`config.mk`:
```
export PLATFORM = sky130hd
export DESIGN_NAME = detect_event_logger_flat
export DESIGN_NICKNAME = d
export VERILOG_FILES = /design/src/rtl/detect_event_logger_if.sv /design/src/rtl/detect_event_logger.sv /design/src/flat_wrapper.sv
export SDC_FILE = /design/constraint.sdc
export NUM_CORES = 1
export LEC_CHECK = 0
export CAP_MARGIN = 20
export CORE_MARGIN = 1.5
export CORE_UTILIZATION = 60
export DETAILED_ROUTE_END_ITERATION = 16
export HOLD_SLACK_MARGIN = 0.06
export PLACE_DENSITY = 0.82
export SYNTH_ARGS = -nofsm -noshare
export SYNTH_HDL_FRONTEND = slang
export SYNTH_SLANG_ARGS = --single-unit
```
`constraint.sdc`:
```
create_clock -name clk -period 4.4 [get_ports clk]
set_input_delay 0.66 -clock clk [delete_from_list [all_inputs] [get_ports clk]]
set_output_delay 0.66 -clock clk [all_outputs]
set_load 0.02 [all_outputs]
```
`src/rtl/detect_event_logger_if.sv`:
```
// Bus between the sequence-detector side (master) and the match event logger (slave).
// Carries the match strobe, host controls, and the FIFO/status view seen by the host.
interface detect_event_logger_if #(
  parameter int TS_WIDTH  = 16,
  parameter int CNT_WIDTH = 8
);
  logic                 match;
  logic                 clear;
  logic                 rd_en;
  logic [TS_WIDTH-1:0]  ts_out;
  logic                 ts_valid;
  logic                 empty;
  logic                 full;
  logic [CNT_WIDTH-1:0] count;
  logic                 overflow;

  modport master (
    output match, clear, rd_en,
    input  ts_out, ts_valid, empty, full, count, overflow
  );

  modport slave (
    input  match, clear, rd_en,
    output ts_out, ts_valid, empty, full, count, overflow
  );
endinterface

```
`src/rtl/detect_event_logger.sv`:
```
// Time-stamps each detector match with a free-running cycle counter and queues the stamp
// in a small FWFT FIFO; also keeps a saturating match count and a sticky drop flag.
module detect_event_logger #(
  parameter int TS_WIDTH  = 16,
  parameter int DEPTH     = 4,
  parameter int CNT_WIDTH = 8
) (
  input  logic                  clk,
  input  logic                  n_rst,
  detect_event_logger_if.slave  bus
);
  localparam int AW = (DEPTH > 1) ? $clog2(DEPTH) : 1;
  localparam logic [AW:0] DEPTH_L = DEPTH[AW:0];

  logic [TS_WIDTH-1:0]  ts_reg;
  logic [TS_WIDTH-1:0]  mem [DEPTH];
  logic [AW-1:0]        wr_ptr_reg, rd_ptr_reg;
  logic [AW:0]          occ_reg, occ_next;
  logic                 empty_reg, full_reg;
  logic [CNT_WIDTH-1:0] count_reg;
  logic                 overflow_reg;

  logic do_wr, do_rd, drop;

  // A pop on a full FIFO frees the slot the simultaneous write lands in.
  always_comb begin
    do_rd    = bus.rd_en && !empty_reg && !bus.clear;
    do_wr    = bus.match && (!full_reg || bus.rd_en) && !bus.clear;
    drop     = bus.match && full_reg && !bus.rd_en && !bus.clear;
    occ_next = occ_reg;
    if (do_wr && !do_rd)
      occ_next = occ_reg + 1'b1;
    else if (do_rd && !do_wr)
      occ_next = occ_reg - 1'b1;
  end

  always_ff @(posedge clk or negedge n_rst) begin
    if (!n_rst) begin
      ts_reg       <= '0;
      wr_ptr_reg   <= '0;
      rd_ptr_reg   <= '0;
      occ_reg      <= '0;
      empty_reg    <= 1'b1;
      full_reg     <= 1'b0;
      count_reg    <= '0;
      overflow_reg <= 1'b0;
    end else if (bus.clear) begin
      ts_reg       <= '0;
      wr_ptr_reg   <= '0;
      rd_ptr_reg   <= '0;
      occ_reg      <= '0;
      empty_reg    <= 1'b1;
      full_reg     <= 1'b0;
      count_reg    <= '0;
      overflow_reg <= 1'b0;
    end else begin
      ts_reg    <= ts_reg + 1'b1;
      occ_reg   <= occ_next;
      empty_reg <= (occ_next == '0);
      full_reg  <= (occ_next == DEPTH_L);
      if (do_wr)
        wr_ptr_reg <= wr_ptr_reg + 1'b1;
      if (do_rd)
        rd_ptr_reg <= rd_ptr_reg + 1'b1;
      // Dropped matches still count; only the count saturates.
      if (bus.match && (count_reg != {CNT_WIDTH{1'b1}}))
        count_reg <= count_reg + 1'b1;
      if (drop)
        overflow_reg <= 1'b1;
    end
  end

  // Entry storage carries no reset; stale contents are masked by empty.
  always_ff @(posedge clk) begin
    if (do_wr)
      mem[wr_ptr_reg] <= ts_reg;
  end

  assign bus.ts_out   = empty_reg ? '0 : mem[rd_ptr_reg];
  assign bus.ts_valid = !empty_reg;
  assign bus.empty    = empty_reg;
  assign bus.full     = full_reg;
  assign bus.count    = count_reg;
  assign bus.overflow = overflow_reg;
endmodule

```
`src/flat_wrapper.sv`:
```
// flat-port wrapper written by rule: the top's interface ports become plain ports
module detect_event_logger_flat 
#(
  parameter int TS_WIDTH  = 16,
  parameter int DEPTH     = 4,
  parameter int CNT_WIDTH = 8
)
  (clk, n_rst, bus_match, bus_clear, bus_rd_en, bus_ts_out, bus_ts_valid, bus_empty, bus_full, bus_count, bus_overflow);
  detect_event_logger_if #(.TS_WIDTH(TS_WIDTH), .CNT_WIDTH(CNT_WIDTH)) bus_i ();
  input  logic clk;
  input  logic n_rst;
  input wire logic [$bits(bus_i.match)-1:0] bus_match;
  input wire logic [$bits(bus_i.clear)-1:0] bus_clear;
  input wire logic [$bits(bus_i.rd_en)-1:0] bus_rd_en;
  output wire logic [$bits(bus_i.ts_out)-1:0] bus_ts_out;
  output wire logic [$bits(bus_i.ts_valid)-1:0] bus_ts_valid;
  output wire logic [$bits(bus_i.empty)-1:0] bus_empty;
  output wire logic [$bits(bus_i.full)-1:0] bus_full;
  output wire logic [$bits(bus_i.count)-1:0] bus_count;
  output wire logic [$bits(bus_i.overflow)-1:0] bus_overflow;
  assign bus_i.match = bus_match;
  assign bus_i.clear = bus_clear;
  assign bus_i.rd_en = bus_rd_en;
  assign bus_ts_out = bus_i.ts_out;
  assign bus_ts_valid = bus_i.ts_valid;
  assign bus_empty = bus_i.empty;
  assign bus_full = bus_i.full;
  assign bus_count = bus_i.count;
  assign bus_overflow = bus_i.overflow;
  detect_event_logger #(.TS_WIDTH(TS_WIDTH), .DEPTH(DEPTH), .CNT_WIDTH(CNT_WIDTH)) u_core (.clk(clk), .n_rst(n_rst), .bus(bus_i));
endmodule
```
==> results.sh, run 1 <==
export IMPL_yosysSeqAreaShare_pct=66.7
export IMPL_max_freq_ghz=0.308
export IMPL_final_common_cell="edfxtp_1"
export IMPL_pwr_share_clk_pct=30.2
export IMPL_ys_flop_type="edfxtp_1"
export IMPL_finClkSkew_ps=12.7
export IMPL_cts_hold_buf=0
export IMPL_hold_viol=0
export IMPL_slew_headroom_pct=42.4
export IMPL_leakagePower_nw=1.75
export IMPL_power_switching_mw=0.437
export IMPL_largest_register_ffs=64
export IMPL_hold_path_endpoint="u_core.bus.overflow$_DFFE_PN0P_"
export IMPL_synth_nets=287
export IMPL_rr_startpoint="u_core.bus.full$_DFF_PN0_"
export IMPL_antenna_left=0
export IMPL_p_int_mw=1.32
export IMPL_holdPathStages=2
export IMPL_crit_path_cell_trace="buf_4 -> mux4_2 -> and2_1 -> clkdlybuf4s50_1"
export IMPL_rsz0062_at_grt="false"
export IMPL_layout_common_cells="edfxtp_1 (64), dfrtp_1 (33), clkdlybuf4s50_1 (32)"
export IMPL_avgSynthCellArea_um2=15.2
export IMPL_tightest_slew_ps=864
export IMPL_synth_edf_count=64
export IMPL_cts_root_buf="clkbuf_8"
export IMPL_reg2reg_depth=4
export IMPL_die_x_um=86.2
export IMPL_cts_tree="yes"
export IMPL_setup_viol=0
export IMPL_grt_pass1_vias=2226
export IMPL_stdcell_count=396
export IMPL_final_nets=324
export IMPL_comb_power_share_pct=11.4
export IMPL_min_from="u_core.bus.overflow$_DFFE_PN0P_"
export IMPL_grt_pass1_wl_um=11400
export IMPL_postCtsResizedCells=0
export IMPL_power_density_mw_per_mm2=371
export IMPL_hold_class="register to register"
export IMPL_detail_route_vias_per_cell=5.84
export IMPL_synth_cells=274
export IMPL_start_util_pct=61.5
export IMPL_power_switching_share_pct=24.8
export IMPL_track_usage_pct=21.0
export IMPL_post_route_period_util_pct=73.8
export IMPL_dp_hpwl_um=4390
export IMPL_coreArea_mm2=0.00676
export IMPL_drt_iter0_drc=126
export IMPL_place_inst=380
export IMPL_synth_distinct_cells=41
export IMPL_critPathKind="register to primary output"
export IMPL_fill_cells=448
export IMPL_clock_latency_ps=350
export IMPL_io_pins=33
export IMPL_die_y_um=86.2
export IMPL_ys_warn_count=0
export IMPL_cap_violations=0
export IMPL_overflow=0
export IMPL_r2r_slack_ps=2320
export IMPL_drc=0
export IMPL_io_buffers=32
export IMPL_totalWireLength_um=6930
export IMPL_wl_per_cell_um=17.5
export IMPL_std_cell_rows=30
export IMPL_postCtsSetupBuffers=0
export IMPL_period_minus_slack_ps=3250
export IMPL_status="complete, no violations"
export IMPL_cp_data_arrival_time_ps=2590
export IMPL_cp_required_ps=3740
export IMPL_async_reset_ff_share_pct=34.7
export IMPL_cts_max_level=3
export IMPL_grt_max_degree=35
export IMPL_synthToLayoutAreaGrowth_pct=14.1
export IMPL_synth_area_mm2=0.00416
export IMPL_place_gp_congestion=0.719
export IMPL_diodes=0
export IMPL_slowest_delay_ps=660
export IMPL_cp_max_fo=10
export IMPL_pwr_share_seq_pct=58.5
export IMPL_cts_inserted_buffers=9
export IMPL_critical_path_slowest_cell="dfrtp_1"
export IMPL_end_kind="primary output"
export IMPL_vias=2313
export IMPL_synth_seq_cells=98
export IMPL_first_pass_iters=4
export IMPL_clk_pin_slew_ps=90
export IMPL_fin_setup_tns_ps=0
export IMPL_rr_endpoint="u_core.mem[1][5]$_DFFE_PP_"
export IMPL_cts_sinks=98
export IMPL_startpoint_type="register"
export IMPL_layout_drive_gt1_share_pct=13.3
export IMPL_slew_viol_final=0
export IMPL_antenna_found_initial=0
export IMPL_die_area_mm2=0.00744
export IMPL_vdd_ir_drop_worst_mv=0.208
export IMPL_clockBufferDepth=2
## how the worst max path moves through the flow
stage,startpoint,endpoint,slack (ps),cells past startpoint
2_1_floorplan,u_core.rd_ptr_reg[0]$_DFFE_PN0P_,bus_ts_out[10],2220,4
3_3_place_gp,bus_clear,u_core.mem[0][3]$_DFFE_PP_,1470,3
3_5_place_dp,bus_clear,u_core.mem[1][14]$_DFFE_PP_,1420,3
4_1_cts,u_core.rd_ptr_reg[0]$_DFFE_PN0P_,bus_ts_out[2],1090,4
5_1_grt,u_core.rd_ptr_reg[0]$_DFFE_PN0P_,bus_ts_out[0],980,4
6_report,u_core.rd_ptr_reg[0]$_DFFE_PN0P_,bus_ts_out[0],1150,4
## area by class of cell
| class | count | area [µm²] | area share (%) |
|---|---|---|---|
| clock buffer | 10 | 128 | 2.69 |
| clock inverter | 6 | 57.6 | 1.21 |
| inverter | 8 | 30.0 | 0.633 |
| multi-input combinational | 159 | 1310 | 27.6 |
| sequential | 98 | 2770 | 58.5 |
| tap | 80 | 100 | 2.11 |
| timing repair buffer | 35 | 343 | 7.23 |
## critical path: cells and delay by family, from the launching register on
kind / cells / cell delay, ps
multiplexers: 1 / 520
buffers and inverters: 2 / 880
AND/OR/NAND/NOR: 1 / 170
flip-flops: 1 / 660
## cell usage after synthesis (all sizes together) (7+ instances only)
library cell	n	area share (%)
mux4	16	8.7
nor3	9	1.1
nand2	11	0.99
dfrtp	33	20
edfxtp	64	46
nor2	29	2.6
ha	8	2.4
buf	7	0.81
xnor2	7	1.5
inv	8	0.72
and2	20	3.0
xor2	10	2.1
## power by group through the flow
| stage | Combinational (mW) | Clock (mW) | Sequential, mW |
|---|---|---|---|
| 2_1_floorplan | 0.130 | 0 | 1.04 |
| 3_3_place_gp | 0.200 | 0 | 1.05 |
| 3_5_place_dp | 0.204 | 0 | 1.05 |
| 4_1_cts | 0.204 | 0.544 | 1.03 |
| 5_1_grt | 0.219 | 0.582 | 1.03 |
| 6_report | 0.200 | 0.531 | 1.03 |
## per-layer routing
metal	routed length, µm	vias to the layer above	global-route usage [%]	share of wire, %
li1	-	1081	-	-
met4	43	0	8.21	0.62
met3	312	2	4.57	4.5
met2	3540	60	34.3	51
met5	0	-	0	0
met1	3030	1170	28.2	44
## logic make-up after synthesis
kind of cell / synth area share, %
AND/OR/NAND/NOR: 13.3
flip-flops: 66.7
multiplexers: 10.0
XOR/XNOR: 3.58
buffers and inverters: 1.72
AO/OA/AOI/OAI: 2.23
adder cells (fa/ha/maj): 2.41
## metrics by stage
stage / power [mW] / utilization, % / hold WS, ps / worst slack, ps / instance area (µm²)
after floorplan: 1.17 / - / 364 / 2220 / 4160
after global placement: 1.25 / 67.5 / 486 / 1470 / 4560
after detailed placement: 1.25 / 67.5 / 487 / 1420 / 4560
after CTS: 1.78 / 70.2 / 511 / 1090 / 4740
after global routing: 1.83 / 70.2 / 559 / 981 / 4740
final: 1.76 / 70.2 / 506 / 1150 / 4740
(Power assumes the default switching activity.)
==> run 2: changes to the inputs <==
--- a/config.mk
+++ b/config.mk
@@ -7,10 +7,10 @@
 export LEC_CHECK = 0
 export CAP_MARGIN = 20
 export CORE_MARGIN = 1.5
-export CORE_UTILIZATION = 60
+export CORE_UTILIZATION = 57
 export DETAILED_ROUTE_END_ITERATION = 16
 export HOLD_SLACK_MARGIN = 0.06
-export PLACE_DENSITY = 0.82
+export PLACE_DENSITY = 0.78
 export SYNTH_ARGS = -nofsm -noshare
 export SYNTH_HDL_FRONTEND = slang
 export SYNTH_SLANG_ARGS = --single-unit
==> constraint.sdc (replaced) <==
create_clock -name clk -period 3.3 [get_ports clk]
set_input_delay 0.495 -clock clk [delete_from_list [all_inputs] [get_ports clk]]
set_output_delay 0.495 -clock clk [all_outputs]
set_load 0.02 [all_outputs]
==> run 2 against run 1 <==
Power up 44%. Via count down 1.2%. Largest cell class unchanged. Highest routed layer unchanged. Core utilization is 0.21 points higher. Combinational power is 39% higher. Largest power group unchanged. Sequential share of layout area down 1.4 points. Sequential cell count did not move. Hold slack got worse by 8.7 ps. Wire length down 0.42%. Sequential power increased by 33%. Clock skew increased by 1.9 ps.
==> results.sh, run 2 (synthesized netlist as in run 1, its figures left out) <==
export IMPL_grt_pass1_vias=2291
export IMPL_period_minus_slack_ps=2840
export IMPL_cp_required_ps=2800
export IMPL_std_cell_rows=30
export IMPL_leakagePower_nw=1.81
export IMPL_hold_class="register to register"
export IMPL_rsz0062_at_grt="false"
export IMPL_start_util_pct=60.2
export IMPL_stdcell_area_mm2=0.00486
export IMPL_hold_viol=0
export IMPL_placed_area_mm2=0.00462
export IMPL_endpoint="bus_ts_out[7]"
export IMPL_dp_hpwl_um=4440
export IMPL_grt_max_degree=35
export IMPL_setup_viol=0
export IMPL_drt_iter0_drc=95
export IMPL_grt_pass1_wl_um=11200
export IMPL_layout_common_cells="edfxtp_1 (64), dfrtp_1 (33), clkdlybuf4s50_1 (32)"
export IMPL_first_pass_iters=4
export IMPL_status="complete, no violations"
export IMPL_clock_latency_ps=360
export IMPL_post_route_period_util_pct=85.9
export IMPL_final_common_cell="edfxtp_1"
export IMPL_totalWireLength_um=6900
export IMPL_rr_startpoint="u_core.bus.full$_DFF_PN0_"
export IMPL_preCtsSetupSlack_ps=814
export IMPL_layout_drive_gt1_share_pct=14.9
export IMPL_drc=0
export IMPL_cts_hold_buf=0
export IMPL_fin_setup_tns_ps=0
export IMPL_setup_slack_ps=465
export IMPL_detail_route_vias_per_cell=5.47
export IMPL_tightest_slew_ps=781
export IMPL_diodes=0
export IMPL_cp_data_arrival_time_ps=2340
export IMPL_die_area_mm2=0.00781
export IMPL_r2r_slack_ps=1450
export IMPL_cts_tree="yes"
export IMPL_end_kind="primary output"
export IMPL_antenna_left=0
export IMPL_cap_violations=0
export IMPL_die_x_um=88.4
export IMPL_cts_sinks=98
export IMPL_rr_endpoint="u_core.mem[3][14]$_DFFE_PP_"
export IMPL_startpoint_type="register"
export IMPL_slew_viol_final=0
export IMPL_crit_start="u_core.rd_ptr_reg[0]$_DFFE_PN0P_"
export IMPL_wl_per_cell_um=16.5
export IMPL_io_buffers=32
export IMPL_largest_register_ffs=64
export IMPL_antenna_found_initial=0
export IMPL_coreArea_mm2=0.00691
export IMPL_overflow=0
export IMPL_slew_headroom_pct=48.0
export IMPL_io_pins=33
export IMPL_reg2reg_depth=5
export IMPL_fin_util_pct=70.4
export IMPL_cp_max_fo=16
export IMPL_track_usage_pct=19.8
export IMPL_vias=2286
export IMPL_postCtsSetupBuffers=0
export IMPL_holdPathStages=1
export IMPL_synthToLayoutAreaGrowth_pct=17.0
export IMPL_power_density_mw_per_mm2=523
export IMPL_clockBufferDepth=2
export IMPL_max_freq_ghz=0.353
export IMPL_critPathKind="register to primary output"
export IMPL_finClkSkew_ps=14.6
export IMPL_cts_max_level=3
export IMPL_vdd_ir_drop_worst_mv=0.308
export IMPL_hold_ws_ps=497
export IMPL_final_nets=330
export IMPL_place_gp_congestion=0.779
export IMPL_cts_root_buf="clkbuf_8"
export IMPL_die_y_um=88.4
export IMPL_cts_inserted_buffers=9
export IMPL_postCtsResizedCells=0
export IMPL_clk_pin_slew_ps=90
[run 2: cell count changes in the layout (fill, tap and decap cells not counted), sizes merged]
cell    delta
buf        +6
clkinv     -1
inv        -2
bufinv     +3
[run 2: per-layer routing]
layer	GRT usage (%)	share of wire [%]
met5	0	0
met2	31.7	48
met3	3.08	2.9
met1	26.6	47
met4	10.1	1.7
[run 2: worst min path at each step]
stage / to / from
2_1_floorplan: u_core.bus.count[0]$_DFFE_PN0P_ / n_rst
3_3_place_gp: u_core.bus.empty$_DFF_PN1_ / u_core.occ_reg[0]$_DFF_PN0_
3_5_place_dp: u_core.bus.empty$_DFF_PN1_ / u_core.occ_reg[0]$_DFF_PN0_
4_1_cts: u_core.bus.empty$_DFF_PN1_ / u_core.occ_reg[0]$_DFF_PN0_
5_1_grt: u_core.bus.empty$_DFF_PN1_ / u_core.occ_reg[0]$_DFF_PN0_
6_report: u_core.bus.empty$_DFF_PN1_ / u_core.occ_reg[0]$_DFF_PN0_
[run 2: cell type report]
type | count | area [µm²]
timing repair buffer | 41 | 388
fill | 502 | 2040
clock inverter | 6 | 113
sequential | 98 | 2770
clock buffer | 10 | 128
inverter | 8 | 30.0
multi-input combinational | 159 | 1310
tap | 96 | 120
[run 2: worst max-delay path: stages, from the launching register on]
cell and delay [ps]:
dfrtp_1 390, buf_4 330, mux4_2 550, and2_1 170
clkdlybuf4s50_1 540
[run 2: through the flow]
| step | total power [mW] | cells |
|---|---|---|
| 2_1_floorplan | 1.56 | 274 |
| 3_3_place_gp | 1.67 | 402 |
| 3_5_place_dp | 1.68 | 402 |
| 4_1_cts | 2.56 | 418 |
| 5_1_grt | 2.64 | 418 |
| 6_report | 2.54 | 418 |
[run 2: power by group]
part	switching [mW]	total, mW	leakage [nW]	internal (mW)
clock network	0.393	0.900	0.121	0.506
logic	0.141	0.277	0.623	0.136
registers	0.0263	1.37	1.06	1.34
total	0.560	2.54	1.81	1.98
==> run 3: changes to the inputs <==
==> constraint.sdc (replaced) <==
create_clock -name clk -period 3.05 [get_ports clk]
set_input_delay 0.4575 -clock clk [delete_from_list [all_inputs] [get_ports clk]]
set_output_delay 0.4575 -clock clk [all_outputs]
set_load 0.02 [all_outputs]
==> run 3 against run 2 <==
Sequential share of layout area is 0.46 points higher. Sequential cell count stayed put. Register-to-register slack worse by 250 ps. Clock-buffer cell count stayed put. Critical path depth stayed put. Via count is 1.9% higher. Clock skew is 4.2 ps lower. Global-route usage is 0.81 points higher. Final cell count is 0.24% higher. Critical path type unchanged.
==> results.sh, run 3 (synthesized netlist as in run 1, its figures left out) <==
export IMPL_status="complete, no violations"
export IMPL_startpoint_type="register"
export IMPL_vias=2329
export IMPL_tightest_slew_ps=558
export IMPL_grt_max_degree=35
export IMPL_cp_required_ps=2590
export IMPL_max_freq_ghz=0.358
export IMPL_period_minus_slack_ps=2800
export IMPL_die_y_um=88.4
export IMPL_largest_register_ffs=64
export IMPL_critPathKind="register to primary output"
export IMPL_die_x_um=88.4
export IMPL_cp_data_arrival_time_ps=2340
export IMPL_rsz0062_at_grt="false"
export IMPL_io_buffers=32
export IMPL_post_route_period_util_pct=91.7
export IMPL_dp_hpwl_um=4600
export IMPL_start_util_pct=60.2
export IMPL_antenna_left=0
export IMPL_placed_area_mm2=0.00463
export IMPL_first_pass_iters=4
export IMPL_postCtsSetupBuffers=0
export IMPL_detail_route_vias_per_cell=5.56
export IMPL_wl_per_cell_um=16.9
export IMPL_fill_cells=503
export IMPL_postCtsResizedCells=0
export IMPL_clockBufferDepth=2
export IMPL_track_usage_pct=20.6
export IMPL_antenna_found_initial=0
export IMPL_drc=0
export IMPL_final_common_cell="edfxtp_1"
export IMPL_std_cell_rows=30
export IMPL_cts_max_level=3
export IMPL_drt_iter0_drc=125
export IMPL_diodes=0
export IMPL_slew_viol_final=0
export IMPL_finClkSkew_ps=10.4
export IMPL_fin_total_pwr_mw=2.59
export IMPL_cts_sinks=98
export IMPL_cts_tree="yes"
export IMPL_grt_pass1_wl_um=11600
export IMPL_power_density_mw_per_mm2=536
export IMPL_cp_max_fo=16
export IMPL_slew_headroom_pct=62.7
export IMPL_overflow=0
export IMPL_layout_drive_gt1_share_pct=15.2
export IMPL_leakagePower_nw=1.79
export IMPL_io_pins=33
export IMPL_grt_pass1_vias=2370
export IMPL_clk_pin_slew_ps=90
export IMPL_multi_input_area_mm2=0.00131
export IMPL_stdcell_area_mm2=0.00482
export IMPL_die_area_mm2=0.00781
export IMPL_cts_inserted_buffers=9
export IMPL_end_kind="primary output"
export IMPL_totalWireLength_um=7080
export IMPL_layout_common_cells="edfxtp_1 (64), dfrtp_1 (33), clkdlybuf4s50_1 (32)"
export IMPL_hold_viol=0
export IMPL_final_nets=331
export IMPL_coreArea_mm2=0.00691
export IMPL_vdd_ir_drop_worst_mv=0.286
export IMPL_fin_setup_tns_ps=0
export IMPL_clock_latency_ps=350
export IMPL_synthToLayoutAreaGrowth_pct=16.1
export IMPL_place_gp_congestion=0.793
export IMPL_hold_class="primary input to asynchronous set/reset pin"
export IMPL_seq_area_mm2=0.00277
export IMPL_cts_hold_buf=0
export IMPL_cts_root_buf="clkbuf_8"
export IMPL_setup_viol=0
export IMPL_cap_violations=0
run 3: critical path: stages, from the launching register on:
cell             delay, ps
dfrtp_1                390
buf_4                  340
mux4_2                 530
and2_1                 170
clkdlybuf4s50_1        550
run 3: final timing paths:
path / start / endpoint / slack [ps] / cells past startpoint
setup / recovery: u_core.rd_ptr_reg[0]$_DFFE_PN0P_ / bus_ts_out[7] / 250 / 4
hold / removal: n_rst / u_core.ts_reg[7]$_DFF_PN0_ / 510 / 2
setup reg to reg: u_core.bus.full$_DFF_PN0_ / u_core.mem[3][1]$_DFFE_PP_ / 1200 / 5
hold reg to reg: u_core.occ_reg[0]$_DFF_PN0_ / u_core.bus.empty$_DFF_PN1_ / 510 / 1
max in group asynchronous: n_rst / u_core.bus.empty$_DFF_PN1_ / 2180 / 2
min in group clk: u_core.occ_reg[0]$_DFF_PN0_ / u_core.bus.empty$_DFF_PN1_ / 510 / 1
run 3: metrics by stage:
| step | worst slack [ps] | hold slack, ps | util (%) | std cells |
|---|---|---|---|---|
| final | 253 | 512 | 69.9 | 419 |
| after global placement | 618 | 474 | 67.0 | 403 |
| after global routing | 118 | 543 | 69.9 | 419 |
| after CTS | 221 | 507 | 69.9 | 419 |
| after floorplan | 1080 | 162 | - | 274 |
| after detailed placement | 606 | 484 | 67.0 | 403 |
run 3: layer usage:
layer	up-vias	GRT usage, %	share of wire (%)
met2	63	35.0	51
li1	1096	-	-
met5	-	0	0
met1	1159	26.4	43
met4	0	7.39	1.5
met3	11	4.48	4.5
run 3: area by class of cell:
class	count	area share, %
tap	96	2.49
sequential	98	57.5
clock inverter	6	1.37
multi-input combinational	159	27.2
inverter	8	0.622
timing repair buffer	42	8.20
clock buffer	10	2.65
run 3: report_power, final:
group	switching [mW]	total, mW	internal (mW)
clock network	0.424	0.806	0.382
logic	0.156	0.303	0.147
registers	0.0262	1.48	1.45
total	0.606	2.59	1.98
